**src/rtl/up_down_counter.sv**
```systemverilog
// Modulo up/down counter with a runtime terminal value t; wraps to 0 (up) or reloads t (down).
// Optional terminal-count flag tc is built only when UP_DOWN_CNT_TC_EN is defined.
module up_down_counter #(
   parameter int WIDTH = 3
) (
   input  logic             clk,
   input  logic             rst,
   input  logic [WIDTH-1:0] t,
   input  logic             mode,
`ifdef UP_DOWN_CNT_TC_EN
   output logic             tc,
`endif
   output logic [WIDTH-1:0] count
);

   logic [WIDTH-1:0] count_nxt;
   logic             at_top;
   logic             at_zero;
   logic             above_t;

   assign at_top  = (count >= t);
   assign at_zero = (count == '0);
   assign above_t = (count > t);

   // A count left above a freshly lowered t wraps (up) or reloads (down) on the next edge.
   always_comb begin
      count_nxt = count;
      if (mode) begin
         if (at_top) count_nxt = '0;
         else        count_nxt = count + WIDTH'(1);
      end else begin
         if (at_zero || above_t) count_nxt = t;
         else                    count_nxt = count - WIDTH'(1);
      end
   end

   always_ff @(posedge clk or negedge rst) begin
      if (!rst) count <= '0;
      else      count <= count_nxt;
   end

`ifdef UP_DOWN_CNT_TC_EN
   assign tc = (mode && (count == t)) || (!mode && at_zero);
`endif

endmodule

```
**config.mk**
```make
export PLATFORM = sky130hd
export DESIGN_NAME = up_down_counter
export DESIGN_NICKNAME = d
export VERILOG_FILES = /design/src/rtl/up_down_counter.sv
export SDC_FILE = /design/constraint.sdc
export NUM_CORES = 1
export LEC_CHECK = 0
export ABC_AREA = 0
export CAP_MARGIN = 20
export CORE_AREA = 2 2 39 41
export DETAILED_ROUTE_END_ITERATION = 8
export DIE_AREA = 0 0 41 43
export GPL_ROUTABILITY_DRIVEN = 0
export PLACE_DENSITY = 0.57
export SLEW_MARGIN = 20
export SYNTH_ARGS = -nofsm -noshare
export SYNTH_HDL_FRONTEND = slang
export SYNTH_SLANG_ARGS = --single-unit
```
**constraint.sdc**
```tcl
create_clock -name clk -period 2.2 [get_ports clk]
set_input_delay 0.33 -clock clk [delete_from_list [all_inputs] [get_ports clk]]
set_output_delay 0.33 -clock clk [all_outputs]
set_load 0.01 [all_outputs]
```
# == Word-level counts from Yosys, hierarchy flattened ==
# Index checks and enable logic that the tools add are counted.
# classes
div,0
addsub,2
n_bitwise,0
shifts,0
reduce_logical,2
n_mux,3
multipliers,0
magnitude_cmp,2
eq_ne,0
# op_table
op,count
$mux W3,3
$add A3 B1 Y3 const B,1
$ge A3 B3 Y1,1
$gt A3 B3 Y1,1
$logic_not A3 Y1,1
$sub A3 B1 Y3 const B,1
$logic_or A1 B1 Y1,1
# totals
latchBits,0
romBits,0
ram_bits,0
word_cells,10
in_bits,6
output_inout_bits,3
register_bits,3
memories,0

# == Depth between registers and ports, before layout ==
# logic_depth
depth_word,4
depth_mapped,6

# == Worst setup path before layout ==
# Ideal clock, no wire load.
# synth_path
path_kind,register to register
startpoint,register count[2]
endpoint,register count[0]
arrival_time_ns,1.523
path_slack_ns,0.611
stages_incl_launch_ff,6
t_required_ns,2.134
setup_time_ns,0.066
synth_period_minus_slack_ns,1.589
cell_sequence,dfrtp_1 ha_1 a21oi_1 a21oi_1 a2111oi_2 a31o_1
# synth_between
elab_chain_len,4
# synth_rtl
element,line_no,rtl
from (decl),13,output logic [WIDTH-1:0] count
from (signal assigned),39,else count <= count_nxt;
$gt A3 B3 Y1 / $logic_not A3 Y1 (equally long branches),"23, 22",
$logic_or A1 B1 Y1,32,if (at_zero || above_t) count_nxt = t;
$mux W3,32,
$mux W3 (*),28,if (mode) begin
via count_nxt[0],16,logic [WIDTH-1:0] count_nxt;
# Mark *: on every way through the listed nets, which the timed path passes. The rest lies on a longest branch.

# == Worst setup path in the final report ==
# layout_path
startpoint,input port t[2]
endpoint,register count[0]
# layout_between
elab_chain_len,4
# layout_rtl
element,line_no,rtl
from (decl),8,"input logic [WIDTH-1:0] t,"
$gt A3 B3 Y1,23,assign above_t = (count > t);
$logic_or A1 B1 Y1,32,
$mux W3,32,
$mux W3 (*),28,
via count_nxt[0],16,
# Marks and branches as above.

==> reports/summary.json <==
{
  "status": "finished, final reports clean",
  "synth.yosys.warnings": 0,
  "route.antenna.remaining_nets": 0,
  "ys_seq_area_frac": 0.224,
  "netlist_instances": 38,
  "hold_viol_final": 0,
  "final_min_period_over_clock_period": 0.874,
  "grt_start_max_net_pins": 8,
  "cts_sink_cnt": 3,
  "nFillCells": 147,
  "die_area_mm2": 0.00176,
  "cts_resized": 0,
  "cap_violations": 0,
  "timing.critical_path.fanout_max": 4,
  "r2r.worst_path.cells": 5,
  "first_global_vias": 279,
  "dp.final_hpwl_um": 572,
  "post_drt_wl_per_cell_um": 10.8,
  "num_vias": 337,
  "biggestRegsByFlops": "count x3",
  "design_power_total_w": 0.000665,
  "number_of_cts_inserted_buffers": 3,
  "finalWorstSetupSlack_ns": 0.276,
  "crit_path_start_kind": "input pin",
  "timing.slew.headroom": 0.806,
  "dominantRegCellSynth": "dfrtp_1",
  "cp.arrival_ns": 2.09,
  "crit_start": "t[2]",
  "crit-reg2reg-launch": "count[2]",
  "setup_viol": 0,
  "avgSynthCellArea_um2": 8.82,
  "cts_post_setup_buffers_inserted": 0,
  "p_per_area_mw_per_mm2": 1420,
  "die_x_um": 41,
  "power.ir.vdd_worst_uv": 552,
  "cts_hold_repair.buffers": 0,
  "flip_flop_count_of_the_largest_register_after_layout": 3,
  "detail_route.iter0.violations": 14,
  "largest-register": "count",
  "worst-slew-pin-transition_ns": 0.287,
  "leakagePower_nw": 0.209,
  "worst_hold_path_type": "in2async",
  "finalCoreUtilization": 0.339,
  "rsz0062_at_grt": "no",
  "clock-skew-final_ns": 0.000621,
  "timing.critical_path.to_type": "flip-flop",
  "final_net_count": 64,
  "cts_max_path_buffers": 2,
  "initial_util": 0.242,
  "rows": 14,
  "cts.reportedPaths.clkPinSlew_ns": 0.04,
  "post_synth_num_cell_types": 22,
  "grt_antenna_before_repair": 0,
  "r2r_slack_ns": 0.47,
  "portBuffers": 8,
  "worstSetupPathType": "in2reg",
  "final_period_minus_worst_setup_slack_ns": 1.92,
  "total_global_routing_track_utilization": 0.0967,
  "proportion_of_layout_cells_with_a_drive_suffix_above_1": 0.137,
  "synth_edf_count": 0,
  "synth_nets": 50,
  "flow.area_growth_from_synthesis_pct": 39.9,
  "clk-insertion-delay-late_ns": 0.23,
  "htree_levels": 1,
  "grt_pass1_wl_um": 1110,
  "cp.required_ns": 2.37,
  "fp.coreArea_mm2": 0.00138,
  "yosys_register_bits": 3,
  "fraction_of_synthesis_flops_using_an_asynchronous_set_or_reset_pin": 1.00,
  "vias_per_cell": 5.03,
  "remaining_drc_errors": 0,
  "max_slew_violations": 0,
  "ios": 9,
  "hold_ws_ns": 0.275,
  "post_synth_instance_area_um2": 335,
  "detail_route.first_pass.iterations": 4,
  "pre_cts_slack_ns": 0.0588,
  "final_wirelength_um": 726,
  "insertedDiodeCount": 0,
  "setup-tns-final_ns": 0,
  "cts_tree": "yes",
  "die_h_um": 43,
  "cts_root_buf": "clkbuf_4",
  "max_clock_freq_mhz": 520,
  "worst_r2r_endpoint": "count[0]",
  "grt_overflow": 0
}
-- cell usage after synthesis, types with 2 or more instances --
library cell  instances  area, um2
o21ai_1               2       10.0
a21oi_1               4       20.0
ha_1                  6       75.1
dfrtp_1               3       75.1
o211ai_1              2       15.0
inv_1                 5       18.8
-- metal layers --
layer / up-vias / track usage / share of wire
li1: 166 / - / -
met1: 152 / 0.120 / 0.43
met2: 17 / 0.128 / 0.46
met4: 0 / 0.0800 / 0.019
met3: 2 / 0.0314 / 0.090
met5: - / 0 / 0
-- layout make-up --
| type | count | area, um2 | area share |
|---|---|---|---|
| Clock buffer | 4 | 26.3 | 0.0560 |
| Inverter | 5 | 18.8 | 0.0400 |
| Multi-Input combinational cell | 30 | 241 | 0.515 |
| Sequential cell | 3 | 75.1 | 0.160 |
| Tap cell | 16 | 20.0 | 0.0427 |
| Timing Repair Buffer | 9 | 87.6 | 0.187 |
-- power by group --
group | switching, W | total (W) | internal [W]
Clock | 0.0000283 | 0.0000963 | 0.0000680
Sequential | 0.0000428 | 0.000128 | 0.0000852
Combinational | 0.000207 | 0.000441 | 0.000233
Total | 0.000279 | 0.000665 | 0.000386
-- worst max-delay path, stage by stage --
cell and delay (ns):
clkdlybuf4s50_1 0.51, inv_1 0.06, ha_1 0.33, a21oi_1 0.22, a21oi_1 0.14, a2111oi_2 0.35, a31o_1 0.15
-- cell usage in the layout (no fill, tap or decap), drive strengths merged, types with 2 or more instances in the layout --
| cell | instances |
|---|---|
| o211ai | 2 |
| a21oi | 4 |
| clkdlybuf4s50 | 8 |
| dfrtp | 3 |
| ha | 6 |
| clkbuf | 4 |
| o21ai | 2 |
| inv | 5 |
-- logic make-up after synthesis --
group,share of synthesized area
AOI/OAI and AO/OA,0.276
xor gates and xnor gates,0.0261
adders and majority gates,0.224
buffers and inverters,0.0560
DFF,0.224
muxes,0.0336
and+or+nand+nor,0.160
-- worst max path at each step --
stage,slack [ns],endpoint,cells after the start
global route,0.23,count[0],7
global placement,0.12,count[0],7
finish,0.28,count[0],7
CTS,0.30,count[0],7
detailed placement,0.06,count[0],7
floorplan,0.61,count[0],5
-- stage by stage --
| stage | instances | cell area (um2) |
|---|---|---|
| finish | 67 | 469 |
| global route | 67 | 469 |
| CTS | 67 | 469 |
| detailed placement | 63 | 443 |
| global placement | 63 | 443 |
| floorplan | 38 | 335 |
Power figures use the tool's default switching activity.
